--- src/rtl/cpu_types_pkg.sv ---
// cpu_types_pkg: shared RAM handshake and arbiter state types
package cpu_types_pkg;
  typedef enum logic [1:0] {FREE = 2'd0, BUSY = 2'd1, ACCESS = 2'd2, ERROR = 2'd3} ramstate_t;
  typedef enum logic [1:0] {IDLE = 2'd0, IBUSY = 2'd1, DBUSY = 2'd2} arb_state_t;
  localparam logic [31:0] BAD_DATA = 32'hBAD1BAD1;
endpackage

--- src/rtl/memory_arbiter_if.sv ---
// memory_arbiter_if: cpu-side and ram-side signals of the memory arbiter
interface memory_arbiter_if import cpu_types_pkg::*; ();
  logic        iREN, dREN, dWEN, iwait, dwait, ramREN, ramWEN, merr;
  logic [31:0] iaddr, iload, daddr, dstore, dload, ramaddr, ramstore, ramload;
  ramstate_t   ramstate;
  modport slave (
    input  iREN, iaddr, dREN, dWEN, daddr, dstore, ramload, ramstate,
    output iwait, iload, dwait, dload, ramREN, ramWEN, ramaddr, ramstore, merr
  );
  modport master (
    output iREN, iaddr, dREN, dWEN, daddr, dstore, ramload, ramstate,
    input  iwait, iload, dwait, dload, ramREN, ramWEN, ramaddr, ramstore, merr
  );
endinterface

--- src/rtl/arb_timer.sv ---
// arb_timer: busy-cycle counter, expires on the TIMEOUT-th counted cycle
module arb_timer #(parameter int TIMEOUT = 64) (
  input  logic clk,
  input  logic rst_n,
  input  logic clr,
  input  logic en,
  output logic expire
);
  localparam int W = $clog2(TIMEOUT + 1);
  localparam logic [W-1:0] LAST = W'(TIMEOUT - 1);
  logic [W-1:0] cnt_q, cnt_d;
  always_comb cnt_d = clr ? '0 : en ? cnt_q + 1'b1 : cnt_q;
  always_ff @(posedge clk or negedge rst_n)
    if (!rst_n) cnt_q <= '0;
    else cnt_q <= cnt_d;
  assign expire = en && cnt_q == LAST;
endmodule

--- src/rtl/memory_arbiter.sv ---
// memory_arbiter: data-priority RAM arbiter with fetch starvation and timeout guards
module memory_arbiter import cpu_types_pkg::*; #(
  parameter int STARVE_MAX = 4,
  parameter int TIMEOUT    = 64
) (
  input logic CLK,
  input logic nRST,
  memory_arbiter_if.slave bus
);
  localparam int SW = $clog2(STARVE_MAX + 1);
  localparam logic [SW-1:0] SMAX = SW'(STARVE_MAX);
  arb_state_t  state_q, state_d;
  logic [SW-1:0] starve_q, starve_d;
  logic [31:0] addr_q, addr_d, data_q, data_d;
  logic        wr_q, wr_d, merr_q, merr_d;
  logic        busy, dreq, abort, expire, done, err, idone, ddone;
  arb_timer #(.TIMEOUT(TIMEOUT)) u_timer (
    .clk(CLK), .rst_n(nRST), .clr(!busy), .en(busy), .expire(expire)
  );
  always_comb begin
    busy  = state_q != IDLE;
    dreq  = bus.dREN | bus.dWEN;
    abort = (state_q == IBUSY && !bus.iREN) || (state_q == DBUSY && !dreq);
    done  = busy && !abort && (bus.ramstate == ACCESS || bus.ramstate == ERROR || expire);
    err   = done && bus.ramstate != ACCESS;
    idone = done && state_q == IBUSY;
    ddone = done && state_q == DBUSY;
    state_d = state_q;
    addr_d  = addr_q;
    data_d  = data_q;
    wr_d    = wr_q;
    if (state_q == IDLE) begin
      // a saturated starve count lets a pending fetch jump ahead of data
      if (bus.iREN && (starve_q == SMAX || !dreq)) begin
        state_d = IBUSY;
        addr_d  = bus.iaddr;
        data_d  = '0;
        wr_d    = 1'b0;
      end else if (dreq) begin
        state_d = DBUSY;
        addr_d  = bus.daddr;
        data_d  = bus.dstore;
        wr_d    = bus.dWEN;
      end
    end else if (abort || done) state_d = IDLE;
    starve_d = (!bus.iREN || idone) ? '0 : (ddone && starve_q != SMAX) ? starve_q + 1'b1 : starve_q;
    merr_d   = merr_q | err;
  end
  always_ff @(posedge CLK or negedge nRST)
    if (!nRST) begin
      state_q  <= IDLE;
      starve_q <= '0;
      addr_q   <= '0;
      data_q   <= '0;
      wr_q     <= 1'b0;
      merr_q   <= 1'b0;
    end else begin
      state_q  <= state_d;
      starve_q <= starve_d;
      addr_q   <= addr_d;
      data_q   <= data_d;
      wr_q     <= wr_d;
      merr_q   <= merr_d;
    end
  assign bus.ramREN   = !abort && (state_q == IBUSY || (state_q == DBUSY && !wr_q));
  assign bus.ramWEN   = !abort && state_q == DBUSY && wr_q;
  assign bus.ramaddr  = busy ? addr_q : '0;
  assign bus.ramstore = busy ? data_q : '0;
  assign bus.iwait    = !idone;
  assign bus.dwait    = !ddone;
  assign bus.iload    = idone ? (err ? BAD_DATA : bus.ramload) : '0;
  assign bus.dload    = ddone ? (err ? BAD_DATA : wr_q ? '0 : bus.ramload) : '0;
  assign bus.merr     = merr_q;
endmodule

--- src/flat_wrapper.sv ---
// flat-port wrapper written by rule: the top's interface ports become plain ports
module memory_arbiter_flat import cpu_types_pkg::*;
#(
  parameter int STARVE_MAX = 4,
  parameter int TIMEOUT    = 64
)
  (CLK, nRST, bus_iREN, bus_iaddr, bus_dREN, bus_dWEN, bus_daddr, bus_dstore, bus_ramload, bus_ramstate, bus_iwait, bus_iload, bus_dwait, bus_dload, bus_ramREN, bus_ramWEN, bus_ramaddr, bus_ramstore, bus_merr);
  memory_arbiter_if bus_i ();
  input logic CLK;
  input logic nRST;
  input wire logic [$bits(bus_i.iREN)-1:0] bus_iREN;
  input wire logic [$bits(bus_i.iaddr)-1:0] bus_iaddr;
  input wire logic [$bits(bus_i.dREN)-1:0] bus_dREN;
  input wire logic [$bits(bus_i.dWEN)-1:0] bus_dWEN;
  input wire logic [$bits(bus_i.daddr)-1:0] bus_daddr;
  input wire logic [$bits(bus_i.dstore)-1:0] bus_dstore;
  input wire logic [$bits(bus_i.ramload)-1:0] bus_ramload;
  input wire logic [$bits(bus_i.ramstate)-1:0] bus_ramstate;
  output wire logic [$bits(bus_i.iwait)-1:0] bus_iwait;
  output wire logic [$bits(bus_i.iload)-1:0] bus_iload;
  output wire logic [$bits(bus_i.dwait)-1:0] bus_dwait;
  output wire logic [$bits(bus_i.dload)-1:0] bus_dload;
  output wire logic [$bits(bus_i.ramREN)-1:0] bus_ramREN;
  output wire logic [$bits(bus_i.ramWEN)-1:0] bus_ramWEN;
  output wire logic [$bits(bus_i.ramaddr)-1:0] bus_ramaddr;
  output wire logic [$bits(bus_i.ramstore)-1:0] bus_ramstore;
  output wire logic [$bits(bus_i.merr)-1:0] bus_merr;
  assign bus_i.iREN = bus_iREN;
  assign bus_i.iaddr = bus_iaddr;
  assign bus_i.dREN = bus_dREN;
  assign bus_i.dWEN = bus_dWEN;
  assign bus_i.daddr = bus_daddr;
  assign bus_i.dstore = bus_dstore;
  assign bus_i.ramload = bus_ramload;
  assign bus_i.ramstate = bus_ramstate;
  assign bus_iwait = bus_i.iwait;
  assign bus_iload = bus_i.iload;
  assign bus_dwait = bus_i.dwait;
  assign bus_dload = bus_i.dload;
  assign bus_ramREN = bus_i.ramREN;
  assign bus_ramWEN = bus_i.ramWEN;
  assign bus_ramaddr = bus_i.ramaddr;
  assign bus_ramstore = bus_i.ramstore;
  assign bus_merr = bus_i.merr;
  memory_arbiter #(.STARVE_MAX(STARVE_MAX), .TIMEOUT(TIMEOUT)) u_core (.CLK(CLK), .nRST(nRST), .bus(bus_i));
endmodule
--- config.mk ---
export PLATFORM = sky130hd
export DESIGN_NAME = memory_arbiter_flat
export DESIGN_NICKNAME = d
export VERILOG_FILES = /design/src/rtl/cpu_types_pkg.sv /design/src/rtl/memory_arbiter_if.sv /design/src/rtl/arb_timer.sv /design/src/rtl/memory_arbiter.sv /design/src/flat_wrapper.sv
export SDC_FILE = /design/constraint.sdc
export NUM_CORES = 1
export LEC_CHECK = 0
export CAP_MARGIN = 10
export CORE_ASPECT_RATIO = 0.5
export CORE_MARGIN = 8
export CORE_UTILIZATION = 34
export CTS_CLUSTER_DIAMETER = 60
export DETAILED_ROUTE_END_ITERATION = 7
export GPL_TIMING_DRIVEN = 0
export PLACE_DENSITY_LB_ADDON = 0.2
export SLEW_MARGIN = 5
export SYNTH_ARGS = -nofsm -noshare
export SYNTH_HDL_FRONTEND = slang
export SYNTH_SLANG_ARGS = --single-unit
--- constraint.sdc ---
create_clock -name CLK -period 1.8 [get_ports CLK]
set_input_delay 0.36 -clock CLK [delete_from_list [all_inputs] [get_ports CLK]]
set_output_delay 0.36 -clock CLK [all_outputs]
set_load 0.005 [all_outputs]
==> key figures, run 1 <==
Status
  – Run status: complete, but fails checks
  – Violated checks: negative setup slack

Synth
  – Synth area leader: dfrtp_1
  – Post-synthesis compound-gate area fraction: 23.5%
  – Synth Register Bits: 78
  – Post-Syn Nets: 556
  – XOR/XNOR share of the synthesized area: 0.825%
  – Yosys top cell area share: 46.0%
  – Yosys warns: 0
  – Mapped Avg Cell Area: 10.2 um2
  – Post-synthesis simple-gate area fraction: 21.3%
  – Unique masters post-synth: 44
  – Post-synth EDFFs: 0
  – Mapped Area: 4250 um2
  – Register area share after synthesis: 46.0%
  – Syn Inst Count: 418
  – Top FF cell, synth: dfrtp_1
  – Most common cell in the netlist: dfrtp_1
  – Synth area leaders: dfrtp_1 46%, nor2b_1 9.6%, a222oi_1 7.5%
  – Synth Area in Adders: 0.884%
  – Mux share of post-synthesis cell area: 0%
  – Asr flop ratio synth: 100%
  – Largest family of logic cells by synthesized area: compound AO/OA/AOI/OAI gates
  – Synth top cells by count: 78 x dfrtp_1, 65 x nor2b_1, 36 x inv_1

Floorplan
  – Die W: 174 um
  – Die H: 95.0 um
  – Rows: 28
  – IO Count: 268
  – Die ar.: 16,500 um2
  – Initial Util: 35.4%
  – Total core area: 12,000 um2

Clock tree
  – CTS root buffer: clkbuf_16
  – Reg clk slew, reported paths: 0.06 ns
  – Bufs on Longest Clock Path: 2
  – CTS Buf Count: 9
  – Clk_lat worst skew: 0.34 ns
  – Sink Count: 78
  – H-tree depth: 3
  – CTS tree: done

STA
  – Final worst slack: -0.585 ns
  – Hold violation count in the final report: 0
  – Worst-margin pin slew: 0.459 ns
  – RSZ-0062 raised after global routing: true
  – Period minus WS final: 2.38 ns
  – Fmax: 419 MHz
  – Max-slew violations: 0
  – Endpoints failing setup: 198
  – Slew headroom: 69.4%
  – Setup TNS: -61.08 ns
  – Hold Slack: 0.457 ns
  – Tcrit/Tclk final: 132%
  – Worst clock skew: 0.00426 ns

Placement
  – Placed cell area: 7170 um2
  – Post-Place Setup Slack: -1.09 ns
  – Port Buf Inserts: 267
  – Routability cong.: 0.726
  – Post-DP HPWL: 12,600 um
  – DP Cell Count: 851

Critical path
  – Crit-path max FO: 5
  – Crit path from: u_core.u_timer.cnt_q[0]$_DFF_PN0_
  – Flop2flop setup slack: -0.29 ns
  – CP endpoint kind: primary output
  – Critical path class: reg2out
  – WP data arrival: 2.02 ns
  – Type of origin of the critical path: flip-flop
  – Critical R2R Launch: u_core.state_q[0]$_DFFE_PN0P_
  – Worst EP required: 1.44 ns

Cells and area
  – Area grow syn2layout: 115%
  – Layout cells sized above 1: 48.3%
  – Final core utilization: 76.2%
  – Number of antenna diodes: 0
  – Post-Layout Cell Count: 1,002
  – Nets: 970
  – Fin area: 9130 um2

Drt
  – Routed length per instance: 20.5 um
  – First drt pass iteration count: 7
  – DRT iter0 DRCs: 333
  – Via Count: 4,984
  – Drt total wl: 20,600 um
  – Detail Route Antenna Nets: 0
  – Drt drc: 0
  – Via density per instance: 4.97

Power
  – Switching share of total power: 33.5%
  – Power Total: 11.7 mW
  – PD cells: 1280 nW/um2
  – Worst VDD drop: 0.800 mV
  – Clk pwr share: 14.3%
  – Combinational share of power: 60.5%
  – Power Internal: 7.80 mW
  – Switching Power: 3.92 mW
  – Leakage power: 4.44 nW
  – Seq pwr share: 25.3%

Flow run
  – Max Cap Viol: 0

Global route
  – First-pass GRT wire length: 29,300 um
  – Vias in the first global route: 5,187
  – Largest net degree at the start of global routing: 53
  – Initial antenna violation count: 0
  – Tot GR Track Use: 22.3%
  – Total congestion overflow: 0

Hold path
  – Worst min-delay path startpoint: bus_dWEN
  – Type of the worst min-delay path: in2reg
[placed cells by master (no fill, tap or decap), types with 4 or more instances in the layout]
cell type        instances
buf_2                   93
nand2b_1                19
nor2_1                   5
buf_4                   42
and2_4                  29
buf_8                   23
buf_6                  121
a21oi_2                 19
clkdlybuf4s50_1        131
nor2b_4                 19
a22o_1                  33
dfrtp_1                 76
o21a_1                  18
a222oi_1                32
nor2b_1                 43
clkbuf_1                 7
buf_12                   4
clkbuf_16               15
inv_1                   34
[worst max-delay path, cell delays in order, from the launching register on]
cell	delay, ns
dfrtp_1	0.40
ha_4	0.16
nand3_4	0.09
buf_4	0.15
o31ai_4	0.26
nand2_4	0.12
buf_4	0.15
buf_6	0.12
a21oi_2	0.10
buf_2	0.13
[state kept, by name, indices dropped and copies added, names as in the netlist]
signal                count
u_core.addr_q            32
u_core.bus.merr           1
u_core.data_q            32
u_core.starve_q           3
u_core.state_q            2
u_core.u_timer.cnt_q      7
u_core.wr_q               1
[cell families (layout without fill, tap and decap cells)]
family	count (synthesis)	count (layout)
adders and majority gates	3	3
DFF	78	78
and+or+nand+nor	143	143
AOI/OAI and AO/OA	121	121
buffers and inverters	69	488
xor gates and xnor gates	4	4
[final cells by class]
class                      count  area, um2
timing repair buffer         409       3880
fill                         794       2850
multi-input combinational    271       2360
inverter                      36        135
buffer                        27        334
tap                          165        206
sequential                    78       1950
clock inverter                 1       5.00
clock buffer                  15        258
[per-layer routing]
layer / global-route usage [%] / vias to the layer above / wire length [um]
li1: - / 2319 / -
met1: 25.2 / 2458 / 8070
met2: 40.9 / 175 / 10900
met3: 5.84 / 32 / 1090
met4: 8.69 / 0 / 543
met5: 0 / - / 0
[repair_timing]
action / 4_1_cts / 5_1_grt
gates resized for setup: 714 / 154
hold endpoints to repair: 26 / 0
endpoints found under the setup margin: 183 / 203
gates cloned: 14 / 4
pin swaps: 81 / 40
buffers inserted: 86 / 54
hold buffers: 1 / 0
[power by group through the flow]
stage               registers [mW]  logic (mW)  clock network (mW)
floorplan                     2.80        2.27                   0
global placement              2.88        4.54                   0
detailed placement            2.90        4.61                   0
CTS                           2.89        5.99                1.70
global route                  3.04        7.55                1.78
finish                        2.96        7.09                1.67
[path summary, 6_finish.rpt]
kind / to / depth (start not counted)
worst max-delay path: bus_dload[13] / 9
worst min-delay path: u_core.wr_q$_DFFE_PN0P_ / 2
worst max register to register: u_core.addr_q[16]$_DFFE_PN0P_ / 10
worst min register to register: u_core.bus.merr$_DFF_PN0_ / 1
max in group asynchronous: u_core.state_q[0]$_DFFE_PN0P_ / 3
min in group asynchronous: u_core.addr_q[8]$_DFFE_PN0P_ / 2
(Power assumes the default switching activity.)
==> run 2, diff against run 1 <==
--- a/config.mk
+++ b/config.mk
@@ -12,6 +12,7 @@
 export CTS_CLUSTER_DIAMETER = 60
 export DETAILED_ROUTE_END_ITERATION = 7
 export GPL_TIMING_DRIVEN = 0
+export HOLD_SLACK_MARGIN = 0.1
 export PLACE_DENSITY_LB_ADDON = 0.2
 export SLEW_MARGIN = 5
 export SYNTH_ARGS = -nofsm -noshare
==> constraint.sdc (replaced) <==
create_clock -name CLK -period 1.8 [get_ports CLK]
set_input_delay 0.36 -clock CLK [delete_from_list [all_inputs] [get_ports CLK]]
set_output_delay 0.36 -clock CLK [all_outputs]
set_load 0.02 [all_outputs]
==> run 2 against run 1 <==
The run still ends with negative setup slack left. Sequential cell count is the same. Fmax is 0.65% higher. Clock-buffer cell count decreased by 3. Worst hold slack got worse by 0.028 ns. Non-clock buffer count is 52 lower. Die area did not move. Routed wire length shrank 2.8%. Cell area up 3.7%. Utilization grew 2.9 points. Worst setup slack improved by 0.015 ns. Clock skew grew 0.0026 ns. Critical path depth decreased by 2. Critical endpoint is now bus_iload[13].
==> key figures, run 2 (synthesis results as in run 1) <==
Floorplan
  – Initial Util: 35.4% (unchanged)
  – Rows: 28 (unchanged)
  – Die H: 95.0 um (unchanged)
  – Die W: 174 um (unchanged)
  – Die ar.: 16,500 um2 (unchanged)
  – Total core area: 12,000 um2 (unchanged)
  – IO Count: 268 (unchanged)

STA
  – Tcrit/Tclk final: 132% (-0.85 points)
  – Fmax: 422 MHz (+0.65%)
  – Period minus WS final: 2.37 ns (-0.0154 ns)
  – Final worst slack: -0.569 ns (+0.0154 ns)
  – Worst clock skew: 0.00687 ns (+0.00262 ns)
  – RSZ-0062 raised after global routing: true
  – Hold violation count in the final report: 0 (unchanged)
  – Max-slew violations: 0 (unchanged)
  – Slew headroom: 68.3% (-1.1 points)
  – Worst-margin pin slew: 0.475 ns (+0.0161 ns)
  – Endpoints failing setup: 198 (unchanged)

Cells and area
  – Commonest non-fill, non-tap cell in the layout: clkdlybuf4s50_1
  – Layout cells sized above 1: 48.3% (about the same)
  – Post-Layout Cell Count: 952 (-5.0%)
  – Multi-input gate area: 2660 um2 (+13%)
  – Fin area: 9470 um2 (+3.7%)
  – Fillers: 716 (-9.8%)
  – Sequential Area: 1950 um2 (unchanged)
  – Commonest cells after routing, fill and taps aside: 131 x clkdlybuf4s50_1, 127 x buf_6, 76 x dfrtp_1
  – Nets: 920 (-5.2%)
  – Number of antenna diodes: 0 (unchanged)
  – Biggest regs: u_core.addr_q: 32 flops, u_core.data_q: 32 flops, u_core.u_timer.cnt_q: 7 flops
  – Area grow syn2layout: 123%

Clock tree
  – CTS Buf Count: 9 (unchanged)
  – Reg clk slew, reported paths: 0.06 ns (about the same)
  – CTS tree: done
  – CTS root buffer: clkbuf_16
  – H-tree depth: 3 (unchanged)
  – Sink Count: 78 (unchanged)
  – Clk_lat worst skew: 0.34 ns (about the same)
  – Bufs on Longest Clock Path: 2 (unchanged)

Global route
  – Met3 Usage GRT: 5.44% (-0.39 points)
  – Vias in the first global route: 4,871 (-6.1%)
  – First-pass GRT wire length: 27,700 um (-5.6%)
  – Met1 usage: 24.0% (-1.1 points)
  – Total congestion overflow: 0 (unchanged)
  – Initial antenna violation count: 0 (unchanged)
  – Tot GR Track Use: 20.8% (-1.5 points)
  – Largest net degree at the start of global routing: 65 (+23%)
  – Global routing usage on met2: 37.9% (-2.9 points)
  – GR peak layer: met2

Critical path
  – Critical R2R Launch: u_core.state_q[0]$_DFFE_PN0P_
  – WP data arrival: 2.01 ns (about the same)
  – Crit-path max cell delay: 0.41 ns (about the same)
  – Crit-path max FO: 5 (unchanged)
  – CP bufs+invs: 2 (-2)
  – Critical path's slowest cell: dfrtp_1
  – Worst EP required: 1.44 ns (about the same)
  – Critical path class: reg2out
  – Type of origin of the critical path: flip-flop
  – Crit path from: u_core.u_timer.cnt_q[0]$_DFF_PN0_
  – Crit-path cells: ha_4 -> nand3_4 -> o31a_1 -> buf_6 -> nor2_4 -> o21a_1 -> buf_4
  – CP top delay family: compound AO/OA/AOI/OAI gates
  – CP endpoint kind: primary output

Drt
  – First drt pass iteration count: 8 (+1)
  – Routed length per instance: 21.0 um (+2.3%)
  – Detail Route Antenna Nets: 0 (unchanged)
  – Via density per instance: 5.09 (+2.4%)
  – Drt drc: 0 (unchanged)
  – Via Count: 4,847 (-2.7%)
  – DRT iter0 DRCs: 340 (+2.1%)
  – Drt total wl: 20,000 um (-2.8%)

Placement
  – Post-Place Setup Slack: -1.24 ns (-0.151 ns)
  – DP Cell Count: 851 (unchanged)
  – Placed cell area: 7370 um2 (+2.8%)
  – Port Buf Inserts: 267 (unchanged)
  – Routability cong.: 0.756 (+4.1%)
  – Post-DP HPWL: 12,300 um (-2.5%)

Flow run
  – Max Cap Viol: 0 (unchanged)

Power
  – Leakage power: 4.37 nW (-1.7%)
  – Power Total: 13.1 mW (+12%)
  – Worst VDD drop: 0.873 mV (+9.1%)
  – PD cells: 1380 nW/um2 (+7.9%)

Status
  – Run status: complete, but fails checks
  – Violated checks: negative setup slack

Hold path
  – Type of the worst min-delay path: in2async
## run 2: changes by cell type in the layout (fill, tap and decap cells not counted), sizes merged
cell,before,now
nand2,4,5
clkdlybuf4s15,1,0
clkinv,1,3
clkinvlp,0,1
nor2,10,11
buf,286,232
## run 2: final cells by class
cell class                      count  area share (%)
Multi-Input combinational cell    273            28.1
Clock buffer                       12            2.81
Inverter                           36            1.45
Tap cell                          165            2.18
Sequential cell                    78            20.6
Buffer                             28            3.92
Timing Repair Buffer              356            40.6
Clock inverter                      4           0.317
## run 2: path summary, 6_finish.rpt
| kind | end | slack (ns) | cells after the start |
|---|---|---|---|
| max | bus_iload[13] | -0.57 | 7 |
| min | u_core.data_q[8]$_DFFE_PN0P_ | 0.43 | 2 |
| max reg2reg | u_core.addr_q[24]$_DFFE_PN0P_ | -0.44 | 12 |
| min reg2reg | u_core.bus.merr$_DFF_PN0_ | 0.47 | 1 |
| max in group asynchronous | u_core.state_q[0]$_DFFE_PN0P_ | 0.76 | 3 |
| min in group CLK | u_core.bus.merr$_DFF_PN0_ | 0.47 | 1 |
## run 2: timing repair
item / 4_1_cts / 5_1_grt
gates resized for setup: 816 / 185
buffers inserted: 42 / 32
setup endpoints to repair: 182 / 199
cloned: 11 / 8
hold buffers: 1 / 0
hold endpoints to repair: 14 / 0
pin swaps: 66 / 51
## run 2: per-layer routing
layer	up-vias	part of all wire [%]	wire, um
met5	-	0	0
met3	35	6.4	1270
met2	203	52	10400
met1	2386	39	7860
met4	0	2.4	480
li1	2223	-	-
## run 2: report_power, final
part	switching, mW	internal (mW)
clock	0.731	1.05
sequential	0.451	2.50
combinational	3.71	4.68
## run 2: per-stage QoR
stage | TNS (ns) | util, % | hold WS, ns
floorplan | -0.939 | - | 0.0644
global placement | -313.51 | 61.3 | 0.440
detailed placement | -117.47 | 61.5 | 0.233
CTS | -38.96 | 70.9 | 0.424
global route | -76.51 | 79.1 | 0.446
finish | -68.04 | 79.1 | 0.428
